--- src/rtl/eth_top_pkg.sv ---
// Shared Ethernet stream types: AXI-stream request/response structs, MAC address type,
// and the destination-address acceptance rules used by the RX filter.
package eth_top_pkg;

  typedef logic [47:0] mac_addr_t;

  localparam mac_addr_t BroadcastMac = 48'hFFFF_FFFF_FFFF;

  typedef struct packed {
    logic [63:0] tdata;
    logic [7:0]  tstrb;
    logic [7:0]  tkeep;
    logic        tuser;
    logic        tlast;
    logic        tvalid;
  } s_req_t;

  typedef struct packed {
    logic tready;
  } s_rsp_t;

  // Byte0 of the destination sits in [7:0], so the group bit is dest[0].
  function automatic logic mac_accept(input mac_addr_t dest, input mac_addr_t station,
                                      input logic promisc, input logic mcast_en);
    return promisc || (dest == station) || (dest == BroadcastMac) || (mcast_en && dest[0]);
  endfunction

  function automatic logic is_runt(input logic tlast, input logic [7:0] tkeep);
    return tlast && (tkeep[5:0] != 6'h3F);
  endfunction

endpackage

--- src/rtl/eth_rx_mac_filter.sv ---
// RX destination-MAC filter: decides per frame on the first beat, forwards accepted beats
// through one output register. Frame counters exist only with ETH_RX_FILTER_STATS_EN defined.
module eth_rx_mac_filter
  import eth_top_pkg::*;
#(
  parameter type axis_req_t = eth_top_pkg::s_req_t,
  parameter type axis_rsp_t = eth_top_pkg::s_rsp_t
) (
  input  logic        clk_i,
  input  logic        rst_ni,
  input  axis_req_t   rx_axis_req_i,
  output axis_rsp_t   rx_axis_rsp_o,
  output axis_req_t   tx_axis_req_o,
  input  axis_rsp_t   tx_axis_rsp_i,
  input  mac_addr_t   mac_addr_i,
  input  logic        promisc_i,
  input  logic        mcast_en_i,
  input  logic        stats_clr_i,
  output logic [31:0] pass_cnt_o,
  output logic [31:0] drop_cnt_o
);

  typedef enum logic [1:0] {
    IDLE,
    PASS,
    DROP
  } state_e;

  state_e    state_q, state_d;
  axis_req_t out_q, out_d;

  logic out_free;
  logic first_pass;
  logic drop_beat;
  logic rx_ready;
  logic rx_hs;
  logic fwd_beat;

  // The config inputs only influence the first beat; afterwards the state carries the verdict.
  always_comb begin
    out_free   = !out_q.tvalid || tx_axis_rsp_i.tready;
    first_pass = mac_accept(rx_axis_req_i.tdata[47:0], mac_addr_i, promisc_i, mcast_en_i) &&
                 !is_runt(rx_axis_req_i.tlast, rx_axis_req_i.tkeep);
    drop_beat  = (state_q == DROP) || ((state_q == IDLE) && !first_pass);
    rx_ready   = rst_ni && (drop_beat || out_free);
    rx_hs      = rx_axis_req_i.tvalid && rx_ready;
    fwd_beat   = rx_hs && !drop_beat;

    state_d = state_q;
    if (rx_hs) begin
      if (rx_axis_req_i.tlast) begin
        state_d = IDLE;
      end else if (state_q == IDLE) begin
        state_d = first_pass ? PASS : DROP;
      end
    end

    out_d = out_q;
    if (fwd_beat) begin
      out_d = rx_axis_req_i;
    end else if (out_free) begin
      out_d.tvalid = 1'b0;
    end
  end

  always_ff @(posedge clk_i or negedge rst_ni) begin
    if (!rst_ni) begin
      state_q <= IDLE;
      out_q   <= '0;
    end else begin
      state_q <= state_d;
      out_q   <= out_d;
    end
  end

  always_comb begin
    rx_axis_rsp_o        = '0;
    rx_axis_rsp_o.tready = rx_ready;
  end

  assign tx_axis_req_o = out_q;

`ifdef ETH_RX_FILTER_STATS_EN
  logic [31:0] pass_cnt_q;
  logic [31:0] drop_cnt_q;

  // Each frame is counted once, on its tlast handshake; a clear takes priority.
  always_ff @(posedge clk_i or negedge rst_ni) begin
    if (!rst_ni) begin
      pass_cnt_q <= '0;
      drop_cnt_q <= '0;
    end else if (stats_clr_i) begin
      pass_cnt_q <= '0;
      drop_cnt_q <= '0;
    end else begin
      if (rx_hs && rx_axis_req_i.tlast && !drop_beat) begin
        pass_cnt_q <= pass_cnt_q + 32'd1;
      end
      if (rx_hs && rx_axis_req_i.tlast && drop_beat) begin
        drop_cnt_q <= drop_cnt_q + 32'd1;
      end
    end
  end

  assign pass_cnt_o = pass_cnt_q;
  assign drop_cnt_o = drop_cnt_q;
`else
  logic unused_stats_clr;

  assign unused_stats_clr = stats_clr_i;
  assign pass_cnt_o       = '0;
  assign drop_cnt_o       = '0;
`endif

endmodule

--- config.mk ---
export PLATFORM = sky130hd
export DESIGN_NAME = eth_rx_mac_filter
export DESIGN_NICKNAME = d
export VERILOG_FILES = /design/src/rtl/eth_top_pkg.sv /design/src/rtl/eth_rx_mac_filter.sv
export SDC_FILE = /design/constraint.sdc
export NUM_CORES = 1
export LEC_CHECK = 0
export ABC_AREA = 1
export ABC_CLOCK_PERIOD_IN_PS = 1760
export BUFFER_PORTS_ARGS = -buffer_cell sky130_fd_sc_hd__buf_2
export CELL_PAD_IN_SITES_DETAIL_PLACEMENT = 1
export CELL_PAD_IN_SITES_GLOBAL_PLACEMENT = 1
export CORE_UTILIZATION = 31
export CTS_BUF_LIST = sky130_fd_sc_hd__clkbuf_4 sky130_fd_sc_hd__clkbuf_8 sky130_fd_sc_hd__clkbuf_16
export DETAILED_ROUTE_END_ITERATION = 12
export GPL_ROUTABILITY_DRIVEN = 1
export GPL_TIMING_DRIVEN = 0
export PLACE_DENSITY = 0.79
export SETUP_SLACK_MARGIN = 0.05
export SYNTH_ARGS = -nofsm -noshare
export SYNTH_HDL_FRONTEND = slang
export SYNTH_SLANG_ARGS = --single-unit
export TNS_END_PERCENT = 1
--- constraint.sdc ---
create_clock -name clk_i -period 1.76 [get_ports clk_i]
set_input_delay 0.176 -clock clk_i [delete_from_list [all_inputs] [get_ports clk_i]]
set_output_delay 0.176 -clock clk_i [all_outputs]
set_load 0.005 [all_outputs]
==> impl_metrics.toml, run 1 <==
[logic_synthesis]
synthFlopType = "dfrtp_1"
async_reset_ff_share_pct = 100.0
synth_area_leaders = "dfrtp_1 42%, o21ai_2 13%, nand2_1 12%"
synth.avg_cell_area_um2 = 8.512
synth.most_common_cell = "nand2_1"
synth_enable_flop_cells = 0
netlist_area_mm2 = 0.005047
synth_top_cell_by_area = "dfrtp_1"
ys_seq_area_share_pct = 42.14
yosysUniqueCellTypes = 21
ys_top_cells_by_count = "159 x nand2_1, 94 x inv_1, 85 x dfrtp_1, 73 x o21ai_2, 64 x buf_4"
synth_cells = 593
yosysWarnings = 0
ys_seq_elements = 85
synth_top_area_share_pct = 42.14

[cells_and_area]
syn_to_final_growth_pct = 40.56
final_nets = 1024
n_antenna_cell = 0
instances_no_fill = 1108
layout-drive-gt1-share_pct = 47.42

[timing]
finClkSkew_ps = 8.509
hold_slack_ps = -234.5
setup_tns_ps = 0
hold_violations = 43
setup_viol = 0
slew_violations = 0
fmax_mhz = 611.7
fin_ws_ps = 125.3
period_needed_ps = 1635
period_share_pct = 92.88
rsz0062_at_grt = "yes"

[global_routing]
antenna_found_initial = 1
grt_pass1_vias = 4756
grt_start_max_net_pins = 46
overflow = 0
grt_pass1_wl_mm = 23.14
grt_usage_pct = 18.11

[clock_network]
clock_sinks = 85
cts_tree = "done"
cts-root-buf = "clkbuf_16"
htree_levels = 3
clock_latency_ps = 340
clockBufferDepth = 2
path_clk_slew_ps = 60
cts_made_buffers = 9

[power_and_ir_drop]
report.power.total_mw = 7.604
comb_power_share_pct = 35.1
clkPwrFrac_pct = 25.3
power_density_mw_per_mm2 = 1072
sw_frac_of_total_pct = 33.30
power.leakage_nw = 4.075
vdd_drop_max_mv = 0.4107
p_sw_mw = 2.532
seq_power_share_pct = 39.7
internal_power_mw = 5.072

[route]
drt_pass1_iterations = 4
wl_mm = 15.35
via_per_inst = 4.186
drc = 0
wl_per_cell_um = 13.85
drt_iter0_markers = 107
vias = 4638
final_antenna_net_count = 0

[critical_path]
reg2reg_from = "tx_axis_req_o[0]"
worstPathMaxFanout = 3
cp.arrival_ps = 1460
rrSetupSlack_ps = 290
critPathLaunch = "rx_axis_req_i[63]"
crit_type = "input port to output pin"
cp.required_ps = 1580
rr_endpoint = "tx_axis_req_o[51]"
crit_path_end_kind = "output pin"
start_kind = "input port"
ff2ff_path_depth = 6

[job]
max_cap_violations = 0

[hold_path]
min_path_type = "input port to async pin"

[placement]
dp_hpwl_mm = 12.55
place_congestion = 0.7747
dp.cells = 1092
io_buffers = 219
place_ws_ps = -323.0

[floorplan]
start_util_pct = 31.77
die_area_mm2 = 0.01680
die_x_um = 129.6
die_y_um = 129.6
rows = 46
io_pins = 285
core_mm2 = 0.01589

[run_status]
violations = "hold timing"
status = "complete, but fails checks"
sequential cells by signal, summed over array words and instances (netlist names):
signal	flops
state_q	2
tx_axis_req_o	83
power groups by stage:
stage          sequential (mW)  clock [mW]  combinational (mW)
2_1_floorplan             3.11           0                1.31
3_3_place_gp              3.01           0                2.59
3_5_place_dp              3.05           0                2.67
4_1_cts                   3.02        1.99                2.69
5_1_grt                   3.11        2.04                2.98
6_report                  3.02        1.92                2.67
critical path, stage by stage:
cell and delay [ps]:
buf_2 150, xnor2_2 120, nand2_1 80, nor2_2 170
nand2_1 80, nor2_2 150, nand3_2 90, nand2_2 90
nand2_2 60, nand2_4 80, a21oi_2 70, buf_2 140
final cells by class:
class	instances	area, µm²
Buffer	82	675.6
Clock buffer	10	232.7
Sequential cell	85	2127
Multi-Input combinational cell	394	2238
Tap cell	216	270.3
Inverter	95	356.6
Fill cell	2041	8791
Timing Repair Buffer	220	1130
Clock inverter	6	63.81
kinds of logic (layout without fill, tap and decap cells):
kind of cell           count (synthesis)  count (layout)  synth area share, %
flip-flops                            85              85                42.14
AO/OA/AOI/OAI                         87              87                14.06
other                                  1              64              0.07430
XOR/XNOR                              40              40                6.941
AND/OR/NAND/NOR                      203             203                16.34
buffers and inverters                177             413                20.45
worst max path at each step:
stage	slack, ps	end	depth (start not counted)
3_3_place_gp	-950	tx_axis_req_o[50]	6
4_1_cts	60	rx_axis_rsp_o	14
6_report	130	rx_axis_rsp_o	12
2_1_floorplan	230	tx_axis_req_o[10]	16
3_5_place_dp	-320	tx_axis_req_o[50]	15
5_1_grt	30	rx_axis_rsp_o	13
placed cells by master (no fill, tap or decap), types with 6 or more instances in the layout:
| cell | instances |
|---|---|
| buf_6 | 18 |
| dfrtp_1 | 85 |
| o21ai_2 | 73 |
| buf_4 | 64 |
| nor3_2 | 6 |
| inv_1 | 88 |
| clkbuf_16 | 9 |
| o21ai_1 | 9 |
| xnor2_1 | 32 |
| nor2_1 | 15 |
| inv_2 | 7 |
| buf_2 | 218 |
| conb_1 | 64 |
| nand2_1 | 158 |
| xnor2_2 | 8 |
stage by stage:
stage	cell area, µm²	util [%]
2_1_floorplan	5284	-
4_1_cts	7007	44.11
6_report	7094	44.66
3_3_place_gp	6650	41.86
5_1_grt	7094	44.66
3_5_place_dp	6680	42.05
repair_timing:
item / CTS / global route
setup buffers: 0 / 0
endpoints found under the setup margin: 6 / 80
pin swaps: 0 / 7
gates resized for setup: 8 / 21
hold endpoints to repair: 43 / 43
routing by layer:
layer  vias to the layer above  GRT usage, %  wire length (µm)
li1                       2263             -                 -
met1                      2166         19.60              5869
met2                       181         32.97              7757
met3                        26         5.450              1372
met4                         2         7.045               332
met5                         -             0                13
Note: power is estimated with default switching activity, not from simulation.
==> inputs of run 2 (changes only) <==
- CORE_MARGIN: not set -> 2
- PLACE_DENSITY: 0.79 -> 0.87
==> impl_metrics.toml, run 2 (synthesis results as in run 1) <==
[floorplan]
die_y_um = 131.6
die_x_um = 131.6
core_mm2 = 0.01589
start_util_pct = 31.77
die_area_mm2 = 0.01732
io_pins = 285
rows = 46

[route]
drc = 0
wl_per_cell_um = 14.05
drt_iter0_markers = 100
final_antenna_net_count = 0
vias = 4647
via_per_inst = 4.164
drt_pass1_iterations = 4
wl_mm = 15.69

[clock_network]
htree_levels = 3
clock_sinks = 85
hold_buffers = 3
clockBufferDepth = 2
cts-root-buf = "clkbuf_16"
path_clk_slew_ps = 60
cts_tree = "done"
clock_latency_ps = 340
cts_made_buffers = 9

[timing]
hold_slack_ps = -151.6
hold_violations = 50
period_share_pct = 94.40
finClkSkew_ps = 7.075
fin_ws_ps = 98.60
rsz0062_at_grt = "yes"
slew_violations = 0
setup_viol = 0
fmax_mhz = 601.9
period_needed_ps = 1661

[global_routing]
antenna_found_initial = 1
grt_start_max_net_pins = 54
grt_pass1_vias = 4822
grt_pass1_wl_mm = 25.04
grt_usage_pct = 18.24
overflow = 0

[run_status]
status = "complete, but fails checks"
violations = "hold timing"

[critical_path]
start_kind = "input port"
endpoint = "state_q[0]"
crit_type = "input port to register"
rrSetupSlack_ps = 320
worstPathMaxFanout = 4
rr_endpoint = "tx_axis_req_o[61]"
critPathLaunch = "rx_axis_req_i[19]"
reg2reg_from = "tx_axis_req_o[0]"
crit_path_end_kind = "register"
ff2ff_path_depth = 7
cp.arrival_ps = 1940
cp.required_ps = 2030

[power_and_ir_drop]
power.leakage_nw = 4.089
report.power.total_mw = 7.626
power_density_mw_per_mm2 = 1066
sw_frac_of_total_pct = 32.76
vdd_drop_max_mv = 0.4194
comb_power_share_pct = 35.2
seq_power_share_pct = 39.5
p_sw_mw = 2.498
clkPwrFrac_pct = 25.3
internal_power_mw = 5.128

[hold_path]
min_path_type = "input port to async pin"

[cells_and_area]
layout-drive-gt1-share_pct = 47.27
multi_input_area_mm2 = 0.002195
ff_latch_area_mm2 = 0.002127
final_nets = 1032
syn_to_final_growth_pct = 41.75
mostFrequentLayoutCells = "218 x buf_2, 156 x nand2_1, 91 x inv_1"
nFillCells = 2031
final_common_cell = "buf_2"
largest_register_ffs = 83

[placement]
place_congestion = 0.7777
dp_hpwl_mm = 12.85
io_buffers = 219
place_ws_ps = -428.5

[job]
max_cap_violations = 0
-- run 2: cell count changes in the layout (fill, tap and decap cells not counted), sizes merged --
cell / change
clkbuf: +1
clkinvlp: -1
clkinv: -1
dlygate4sd3: +1
buf: +7
diode: +1
-- run 2: how the worst min path moves through the flow --
| stage | cells past startpoint | start | to |
|---|---|---|---|
| after CTS | 2 | rst_ni | tx_axis_req_o[78] |
| after global placement | 3 | rx_axis_req_i[71] | tx_axis_req_o[71] |
| after detailed placement | 1 | rst_ni | tx_axis_req_o[9] |
| after global routing | 2 | rst_ni | tx_axis_req_o[78] |
| final | 2 | rst_ni | tx_axis_req_o[78] |
| after floorplan | 0 | rst_ni | state_q[0] |
-- run 2: routing by layer --
metal  vias to the layer above  wire length, µm  GRT usage, %
li1                       2277                -             -
met1                      2175             6215         20.73
met2                       179             8023         32.69
met3                        16             1209         5.363
met4                         0              237         5.918
met5                         -                0             0
-- run 2: cell type report --
class                           instances  share of cell area, %
Clock buffer                           11                  3.533
Sequential cell                        85                  29.73
Clock inverter                          4                 0.6646
Buffer                                 82                  9.636
Timing Repair Buffer                  228                  16.96
Antenna cell                            1                0.03498
Multi-Input combinational cell        394                  30.68
Inverter                               95                  4.984
Tap cell                              216                  3.778
-- run 2: critical path, cell delays in order --
cell and delay (ps):
buf_2 140, inv_2 80, nand2_1 60, nand2_1 60
nand2_1 70, nor2_2 120, nand2_2 80, nor2_4 140
nand3_2 90, buf_4 140, buf_4 120, buf_4 120
buf_4 120, buf_4 120, a21oi_2 110, nand4_1 110
nand2_1 80
-- run 2: power by group through the flow --
stage	clock [mW]	sequential [mW]	combinational (mW)
after global routing	2.09	3.10	2.99
after detailed placement	0	3.04	2.69
after CTS	2.01	3.02	2.72
after global placement	0	3.00	2.58
final	1.93	3.01	2.68
after floorplan	0	3.11	1.31
-- run 2: metrics by stage --
step,util (%),hold WS (ps),std cells,setup TNS (ps),instance area [µm²]
floorplan,-,-119.6,656,0,5284
global placement,41.86,423.6,1091,-109900,6650
detailed placement,42.05,188.9,1092,-32260,6680
CTS,44.60,-151.5,1115,0,7086
global route,45.02,-144.0,1115,-20.20,7152
finish,45.04,-151.6,1116,0,7154
-- run 2: what timing repair did --
item                                   CTS  global route
setup endpoints to repair               83            81
endpoints found under the hold margin   35            50
pin swaps                                3             4
buffers inserted                         5             0
resized for setup                        7            22
